**src/rtl/lstm_pkg.sv**
```systemverilog
// Shared fixed-point constants and FSM state type for the LSTM matrix-vector datapath.
package lstm_pkg;

    localparam int DATA_WIDTH = 16;
    localparam int ACC_WIDTH  = 32;
    localparam int Q_FRAC     = 12;
    localparam int PROD_SHIFT = 14;

    localparam logic signed [ACC_WIDTH-1:0] SAT_MAX = 32'sd32767;
    localparam logic signed [ACC_WIDTH-1:0] SAT_MIN = -32'sd32768;

    typedef enum logic [2:0] {
        ST_IDLE,
        ST_FETCH,
        ST_DRAIN,
        ST_SAT,
        ST_OUT
    } state_t;

endpackage

```
**src/rtl/mac4.sv**
```systemverilog
// Four-lane signed multiply with per-lane arithmetic right shift, summed in 32-bit arithmetic.
module mac4
    import lstm_pkg::*;
#(
    parameter int DATA_WIDTH = 16
) (
    input  logic signed [DATA_WIDTH-1:0] w0,
    input  logic signed [DATA_WIDTH-1:0] w1,
    input  logic signed [DATA_WIDTH-1:0] w2,
    input  logic signed [DATA_WIDTH-1:0] w3,
    input  logic signed [DATA_WIDTH-1:0] x0,
    input  logic signed [DATA_WIDTH-1:0] x1,
    input  logic signed [DATA_WIDTH-1:0] x2,
    input  logic signed [DATA_WIDTH-1:0] x3,
    output logic signed [ACC_WIDTH-1:0]  sum
);

    logic signed [ACC_WIDTH-1:0] p0, p1, p2, p3;

    always_comb begin
        p0  = ACC_WIDTH'(w0) * ACC_WIDTH'(x0);
        p1  = ACC_WIDTH'(w1) * ACC_WIDTH'(x1);
        p2  = ACC_WIDTH'(w2) * ACC_WIDTH'(x2);
        p3  = ACC_WIDTH'(w3) * ACC_WIDTH'(x3);
        // Arithmetic shift floors negative lanes toward minus infinity
        sum = (p0 >>> PROD_SHIFT) + (p1 >>> PROD_SHIFT)
            + (p2 >>> PROD_SHIFT) + (p3 >>> PROD_SHIFT);
    end

endmodule

```
**src/rtl/matvec_row_seq.sv**
```systemverilog
// Sequences one matrix row: fetches len 4-element groups, accumulates the lane MACs,
// adds bias, saturates to Q4.12 and holds the result until the consumer accepts it.
module matvec_row_seq
    import lstm_pkg::*;
#(
    parameter int DATA_WIDTH = 16,
    parameter int MAX_GROUPS = 16,
    parameter int ADDR_WIDTH = $clog2(MAX_GROUPS)
) (
    input  logic                         clk,
    input  logic                         rst_n,
    input  logic                         start,
    input  logic [ADDR_WIDTH:0]          len,
    input  logic signed [DATA_WIDTH-1:0] bias,
    output logic                         rd_en,
    output logic [ADDR_WIDTH-1:0]        rd_addr,
    input  logic signed [DATA_WIDTH-1:0] w0,
    input  logic signed [DATA_WIDTH-1:0] w1,
    input  logic signed [DATA_WIDTH-1:0] w2,
    input  logic signed [DATA_WIDTH-1:0] w3,
    input  logic signed [DATA_WIDTH-1:0] x0,
    input  logic signed [DATA_WIDTH-1:0] x1,
    input  logic signed [DATA_WIDTH-1:0] x2,
    input  logic signed [DATA_WIDTH-1:0] x3,
    output logic signed [DATA_WIDTH-1:0] result,
    output logic                         result_valid,
    input  logic                         result_ready,
    output logic                         busy,
    output logic                         err_len
);

    localparam logic [ADDR_WIDTH:0] MAX_LEN = (ADDR_WIDTH+1)'(MAX_GROUPS);

    state_t                       state_q, state_d;
    logic [ADDR_WIDTH-1:0]        addr_q, addr_d;
    logic [ADDR_WIDTH:0]          len_q, len_d;
    logic signed [DATA_WIDTH-1:0] bias_q, bias_d;
    logic signed [DATA_WIDTH-1:0] result_q, result_d;
    logic signed [ACC_WIDTH-1:0]  acc_q, acc_d;
    logic signed [ACC_WIDTH-1:0]  mac_sum;
    logic signed [ACC_WIDTH-1:0]  biased;
    logic                         rd_vld_q, rd_vld_d;
    logic                         result_valid_q, result_valid_d;
    logic                         err_len_q, err_len_d;
    logic                         len_ok;

    function automatic logic signed [DATA_WIDTH-1:0] sat_q412(
        input logic signed [ACC_WIDTH-1:0] v
    );
        if (v > SAT_MAX) begin
            return DATA_WIDTH'(SAT_MAX);
        end else if (v < SAT_MIN) begin
            return DATA_WIDTH'(SAT_MIN);
        end else begin
            return DATA_WIDTH'(v);
        end
    endfunction

    mac4 #(
        .DATA_WIDTH(DATA_WIDTH)
    ) u_mac4 (
        .w0 (w0),
        .w1 (w1),
        .w2 (w2),
        .w3 (w3),
        .x0 (x0),
        .x1 (x1),
        .x2 (x2),
        .x3 (x3),
        .sum(mac_sum)
    );

    always_comb begin
        state_d        = state_q;
        addr_d         = addr_q;
        len_d          = len_q;
        bias_d         = bias_q;
        acc_d          = acc_q;
        result_d       = result_q;
        result_valid_d = result_valid_q;
        err_len_d      = 1'b0;
        rd_en          = 1'b0;
        rd_addr        = '0;
        len_ok         = (len != '0) && (len <= MAX_LEN);
        biased         = acc_q + ACC_WIDTH'(bias_q);

        // Operand data lands one cycle after its fetch strobe
        if (rd_vld_q) begin
            acc_d = acc_q + mac_sum;
        end

        case (state_q)
            ST_IDLE: begin
                if (start) begin
                    if (len_ok) begin
                        len_d   = len;
                        bias_d  = bias;
                        acc_d   = '0;
                        addr_d  = '0;
                        state_d = ST_FETCH;
                    end else begin
                        err_len_d = 1'b1;
                    end
                end
            end
            ST_FETCH: begin
                rd_en   = 1'b1;
                rd_addr = addr_q;
                if ({1'b0, addr_q} == len_q - (ADDR_WIDTH+1)'(1)) begin
                    state_d = ST_DRAIN;
                end else begin
                    addr_d = addr_q + ADDR_WIDTH'(1);
                end
            end
            ST_DRAIN: begin
                state_d = ST_SAT;
            end
            ST_SAT: begin
                result_d       = sat_q412(biased);
                result_valid_d = 1'b1;
                state_d        = ST_OUT;
            end
            ST_OUT: begin
                if (result_ready) begin
                    result_valid_d = 1'b0;
                    state_d        = ST_IDLE;
                end
            end
            default: begin
                state_d = ST_IDLE;
            end
        endcase

        rd_vld_d = rd_en;
    end

    always_ff @(posedge clk) begin
        if (!rst_n) begin
            state_q        <= ST_IDLE;
            addr_q         <= '0;
            len_q          <= '0;
            bias_q         <= '0;
            acc_q          <= '0;
            result_q       <= '0;
            result_valid_q <= 1'b0;
            rd_vld_q       <= 1'b0;
            err_len_q      <= 1'b0;
        end else begin
            state_q        <= state_d;
            addr_q         <= addr_d;
            len_q          <= len_d;
            bias_q         <= bias_d;
            acc_q          <= acc_d;
            result_q       <= result_d;
            result_valid_q <= result_valid_d;
            rd_vld_q       <= rd_vld_d;
            err_len_q      <= err_len_d;
        end
    end

    assign result       = result_q;
    assign result_valid = result_valid_q;
    assign err_len      = err_len_q;
    assign busy         = (state_q != ST_IDLE);

endmodule

```
**config.mk**
```make
export PLATFORM = sky130hd
export DESIGN_NAME = matvec_row_seq
export DESIGN_NICKNAME = d
export VERILOG_FILES = /design/src/rtl/lstm_pkg.sv /design/src/rtl/mac4.sv /design/src/rtl/matvec_row_seq.sv
export SDC_FILE = /design/constraint.sdc
export NUM_CORES = 2
export LEC_CHECK = 0
export ABC_AREA = 1
export CAP_MARGIN = 20
export CORE_MARGIN = 2
export CORE_UTILIZATION = 40
export DETAILED_ROUTE_END_ITERATION = 16
export PLACE_DENSITY = 0.67
export SLEW_MARGIN = 40
export SYNTH_ARGS = -nofsm -noshare
export SYNTH_HDL_FRONTEND = slang
export SYNTH_SLANG_ARGS = --single-unit
```
**constraint.sdc**
```tcl
create_clock -name clk -period 20.4 [get_ports clk]
set_input_delay 4.08 -clock clk [delete_from_list [all_inputs] [get_ports clk]]
set_output_delay 4.08 -clock clk [all_outputs]
set_load 0.01 [all_outputs]
```
* Word-level counts from Yosys, hierarchy flattened
Cells that the tools add are included.
** Word-level totals
- Output and inout port bits :: 24
- Register bits after elaboration :: 79
- Logic and storage cells :: 64
** Cells by class
- Equality and inequality tests :: 10
- $mul :: 4
- Mux-type cells :: 20
- Reduce and logical (&&, ||, !) cells :: 11
- Add/subtract/negate cells :: 7
- $lt $le $gt $ge :: 3
** Operators by type and width (number)
- $mul A16 B16 Y32 :: 4
- $mux W32 :: 4
- $add A32 B16 Y32 :: 1
- $add A32 B32 Y32 :: 1
- $gt A32 B16 Y1 const B :: 1
- $lt A32 B16 Y1 const B :: 1
- $mux W16 :: 2
- $add A20 B18 Y21 :: 1
- $add A19 B18 Y20 :: 1
- $add A18 B18 Y19 :: 1
- $mux W4 :: 4
- $pmux W3 S5 :: 1
- $mux W3 :: 4
- $ne A2 B2 Y1 const B :: 5
- $pmux W4 S2 :: 1
- $reduce_and A4 Y1 :: 2
- $eq A3 B2 Y1 const B :: 2
- $reduce_and A3 Y1 :: 2
- $eq A4 B5 Y1 :: 1
- $le A5 B5 Y1 const B :: 1
- $reduce_bool A5 Y1 :: 1
- $sub A5 B1 Y5 const B :: 1
- $add A4 B1 Y4 const B :: 1
- $reduce_bool A2 Y1 :: 2
- 8 further kinds :: 10

* Longest topological paths before layout
- Word-level depth :: 9
- Mapped depth :: 54
- Gate-level depth less buffers :: 52

* Hierarchy
A second synthesis with hierarchy kept.
** Second synthesis, totals
- Cell total of the unflattened synthesis :: 7181
- Area, all modules :: 51560.7 µm²
** Modules (own cells, without submodules)
- mac4 :: cells an instance 5983, instances 1, sequential area each 0.0 µm², area each 44306.2 µm²
- matvec_row_seq :: cells an instance 1198, instances 1, sequential area each 1581.5 µm², area each 7254.5 µm²

* Least setup slack after synthesis
OpenSTA, ideal clock, no wires.
- Path kind :: input port to flip-flop
- Start :: in x2[1]
- End :: reg acc_q[27]
- Slack :: 7241 ps
- Data arrival time :: 13043 ps
- Setup time :: 116 ps
- Cell stages on the path :: 45
- Cell sequence :: clkbuf_1 -> clkbuf_1 -> nand2_1 -> fa_1 -> fa_1 -> fa_1 -> inv_1 -> fa_1 -> fa_1 -> inv_1 -> fa_1 -> inv_1 -> ha_1 -> a21oi_1 -> o21ai_0 -> a21o_1 -> a21oi_1 -> inv_1 -> (+9 left out) -> o21ai_0 -> a21oi_1 -> o21ai_0 -> a31oi_1 -> o21ai_0 -> nand3_1 -> nand2_1 -> xor2_1 -> inv_1 -> ha_1 -> nand2_1 -> o21ai_0 -> o21bai_1 -> a221oi_1 -> a21o_1 -> nand3_1 -> o211ai_1 -> inv_1
** On the way
- Cells in the longest elaborated chain, start to end :: 8
** RTL lines
- start: declaration :: RTL line matvec_row_seq.sv:23 : input logic signed [DATA_WIDTH-1:0] x2,
- $mul A16 B16 Y32 * :: RTL line mac4.sv:23 : p2 = ACC_WIDTH'(w2) * ACC_WIDTH'(x2);
- $add A19 B18 Y20 * :: RTL line mac4.sv:27 : + (p2 >>> PROD_SHIFT) + (p3 >>> PROD_SHIFT);
- $add A20 B18 Y21 * :: RTL line mac4.sv:27
- $add A32 B32 Y32 * :: RTL line matvec_row_seq.sv:89 : acc_d = acc_q + mac_sum;
- $mux W32 * :: RTL line matvec_row_seq.sv:88 : if (rd_vld_q) begin
- $mux W32 :: RTL line matvec_row_seq.sv:95 : if (len_ok) begin
- $mux W32 :: RTL line matvec_row_seq.sv:94 : if (start) begin
- $mux W32 * :: RTL line matvec_row_seq.sv:92 : case (state_q)
- end signal: assignment :: RTL line matvec_row_seq.sv:143 : acc_q <= '0;
- end signal: assignment :: RTL line matvec_row_seq.sv:153 : acc_q <= acc_d;
- end: declaration :: RTL line matvec_row_seq.sv:39 : logic signed [ACC_WIDTH-1:0] acc_q, acc_d;
Mark *: on every way between the ends. The rest lies on a longest branch, timed or not.
A chain may end at the register's enable or synchronous reset.

* Worst setup path after layout
- Start :: in w3[11]
- End :: reg acc_q[23]
** On the way
- Cells in the longest elaborated chain, start to end :: 7
** RTL lines
- start: declaration :: RTL line matvec_row_seq.sv:20 : input logic signed [DATA_WIDTH-1:0] w3,
- $mul A16 B16 Y32 * :: RTL line mac4.sv:24 : p3 = ACC_WIDTH'(w3) * ACC_WIDTH'(x3);
- $add A20 B18 Y21 * :: RTL line mac4.sv:27
- $add A32 B32 Y32 * :: RTL line matvec_row_seq.sv:89
- $mux W32 * :: RTL line matvec_row_seq.sv:88
- $mux W32 :: RTL line matvec_row_seq.sv:95
- $mux W32 :: RTL line matvec_row_seq.sv:94
- $mux W32 * :: RTL line matvec_row_seq.sv:92
Marks and branches as above.

==> impl_metrics.ini <==
[floorplanning]
start_util_pct = 40.2
fp-row-count = 128
dieWidth_um = 353
coreArea_um2 = 121000
pin_count = 177
die_h_um = 353
die_area_um2 = 125000

[clock_tree]
clk-insertion-delay-late_ps = 360
ctsHoldBuffers = 0
root_buffer = clkbuf_16
cts_resized = 0
clock-sinks = 79
postCtsSetupBuffers = 0
cts_tree = yes
clkTransAtPathRegs_ps = 60
clockBufferDepth = 2
h-tree-depth = 3
cts_made_buffers = 9

[logic_synthesis]
synth-edff-count = 0
syn_inst = 6382
ys_seq_area_share_pct = 3.24
yosys_warnings = 0
synth_top_flop_cell = dfxtp_1
syn_avg_cell_area_um2 = 7.64
synth_area_um2 = 48800
yosysTopAreaCell = fa_1
ys_ff_latch = 79
syn_nets = 8021
synthArstFlopShare_pct = 0
synth_area_leaders = fa_1 (44%), inv_1 (15%), nand2_1 (11%), ha_1 (10%), dfxtp_1 (3.2%)
synth_top_area_share_pct = 44.5
yosysUniqueCellTypes = 51

[sta]
hold_viol = 0
fin_setup_tns_ps = 0
skew_ps = 20.2
worst_pin_slew_ps = 895
drv_slew = 0
finalSetupViolations = 0
period_share_pct = 73.7
slew-limit-headroom_pct = 40.1
rsz0062_at_grt = no
finalCriticalPeriod_ps = 15030
fmax_mhz = 66.5

[worst_setup_path]
crit_top_cell = nand2_1
crit_buf_inv = 6
cp_top_family = adder cells
crit_fanout = 16
cp-start-kind = input port
crit_type = input port to flop
crit_path_max_incr_delay_ps = 1020
critPathArrivalTime_ps = 15270
endpoint_kind = flop
cpMaxStageDelayCell = clkdlybuf4s50_1
cp.required_ps = 20640

[routing]
viasPerCell = 4.80
wl_per_cell_um = 15.4
ant_nets = 0
firstDrtPassIters = 6
drt_drc_violations_left = 0
drt_iter0_drc = 2152
via_count = 38300
routed_wl_um = 123000

[cells_and_area]
layout.nets = 7992
syn_to_final_growth_pct = 6.76
drive_gt1_share_pct = 2.01
antenna_cells = 0
fin_cells = 7983

[grt]
grt.overflow.total = 0
grt_pass1_vias = 40800
antenna_found_initial = 0
grt_use_total_pct = 20.2
grt_pass1_wl_um = 206000
grt_max_degree = 49

[placed_design]
dp.cells = 7967
gp_congestion = 0.911
dpl.hpwl_um = 105000
io_buffer_count = 176

[hold_path]
hp-class = flop to flop

[outcome]
status = completed

[flow_run]
maxCapViolCount = 0
==> stage by stage <==
stage | area (um2) | util, % | hold WS [ps] | setup slack, ps
2_1_floorplan | 48800 | - | 447 | 7240
3_3_place_gp | 51800 | 42.6 | 468 | 5070
3_5_place_dp | 51800 | 42.6 | 472 | 5050
4_1_cts | 52100 | 42.9 | 482 | 5390
5_1_grt | 52000 | 42.9 | 496 | 4550
6_report | 52000 | 42.9 | 486 | 5370
==> cell families after synthesis <==
logic type               after synthesis  synth area share [%]
AO/OA/AOI/OAI                        518                  5.98
XOR/XNOR                             164                  2.95
adder cells (fa/ha/maj)             1486                  54.8
buffers and inverters               2141                  16.5
flip-flops                            79                  3.24
AND/OR/NAND/NOR                     1994                  16.5
==> layout by cell type, fill, tap and decap left out, types with 9 or more instances in the layout <==
master	instances
o21ai_0	163
nand4_1	37
xnor2_1	75
a21oi_1	235
a21oi_2	12
clkbuf_16	9
dfxtp_1	79
nand2_1	1453
o21a_1	12
nand2_2	19
inv_1	1908
o211ai_1	29
buf_4	11
or2_2	34
nor3_1	27
nor2_1	293
clkdlybuf4s50_1	173
ha_1	402
xor2_1	89
o21bai_1	10
nor4_1	12
nand3_1	79
a21o_1	11
a31oi_1	10
fa_1	1083
nor2_2	12
==> worst paths after layout <==
path / start / end / slack [ps] / cells past startpoint
max: w3[11] / acc_q[23] / 5370 / 41
max reg2reg: acc_q[0] / acc_q[22] / 17280 / 16
min: result[15] / result[15] / 490 / 2
min reg2reg: result[15] / result[15] / 490 / 2
==> tightest hold or removal path, cell delays in order, from the launching register on <==
cell	delay (ps)
dfxtp_1	320
nand2_1	70
a21oi_1	60
==> routing by layer <==
metal	up-vias	global-route usage (%)	part of all wire, %	routed length, um
li1	18300	-	-	-
met1	19000	27.3	44	53700
met2	950	35.4	49	60700
met3	150	1.76	4.7	5820
met4	0	4.14	2.2	2650
met5	-	0	0	0
==> layout make-up <==
type | count | area, um2
Clock buffer | 9 | 225
Multi-Input combinational cell | 4162 | 39100
Timing Repair Buffer | 187 | 1830
Tap cell | 1625 | 2030
Fill cell | 12400 | 69300
Clock inverter | 7 | 73.8
Inverter | 1914 | 7180
Sequential cell | 79 | 1580
==> state kept, by name (all words and copies together) (netlist names) <==
signal and cells:
acc_q 32, bias_q 16, result 16, len_q 5
addr_q 4, state_q 3, err_len 1, rd_vld_q 1
result_valid 1
==> cell usage after synthesis (4+ instances only) <==
library cell	n
o221ai_1	5
ha_1	403
nand4_1	37
xnor2_1	75
o21ai_0	163
buf_1	4
a21oi_1	235
a21o_1	11
o2111ai_1	5
o211ai_1	29
fa_1	1083
o21a_1	12
nor2_1	293
a21oi_2	12
inv_1	1908
nand3_2	5
nor4_1	12
dfxtp_1	79
o21bai_1	10
and2_1	6
nand2_2	19
or2_2	34
nor2_2	12
nand3_1	79
xor2_1	89
a211oi_1	4
inv_2	5
nand2_1	1453
nand3b_1	6
a221oi_1	7
a31oi_1	10
clkbuf_1	218
nor3_1	27
a21boi_0	4
Power is not shown: default switching activity piles up to over one toggle a cycle in this logic, so the estimate is an artifact.
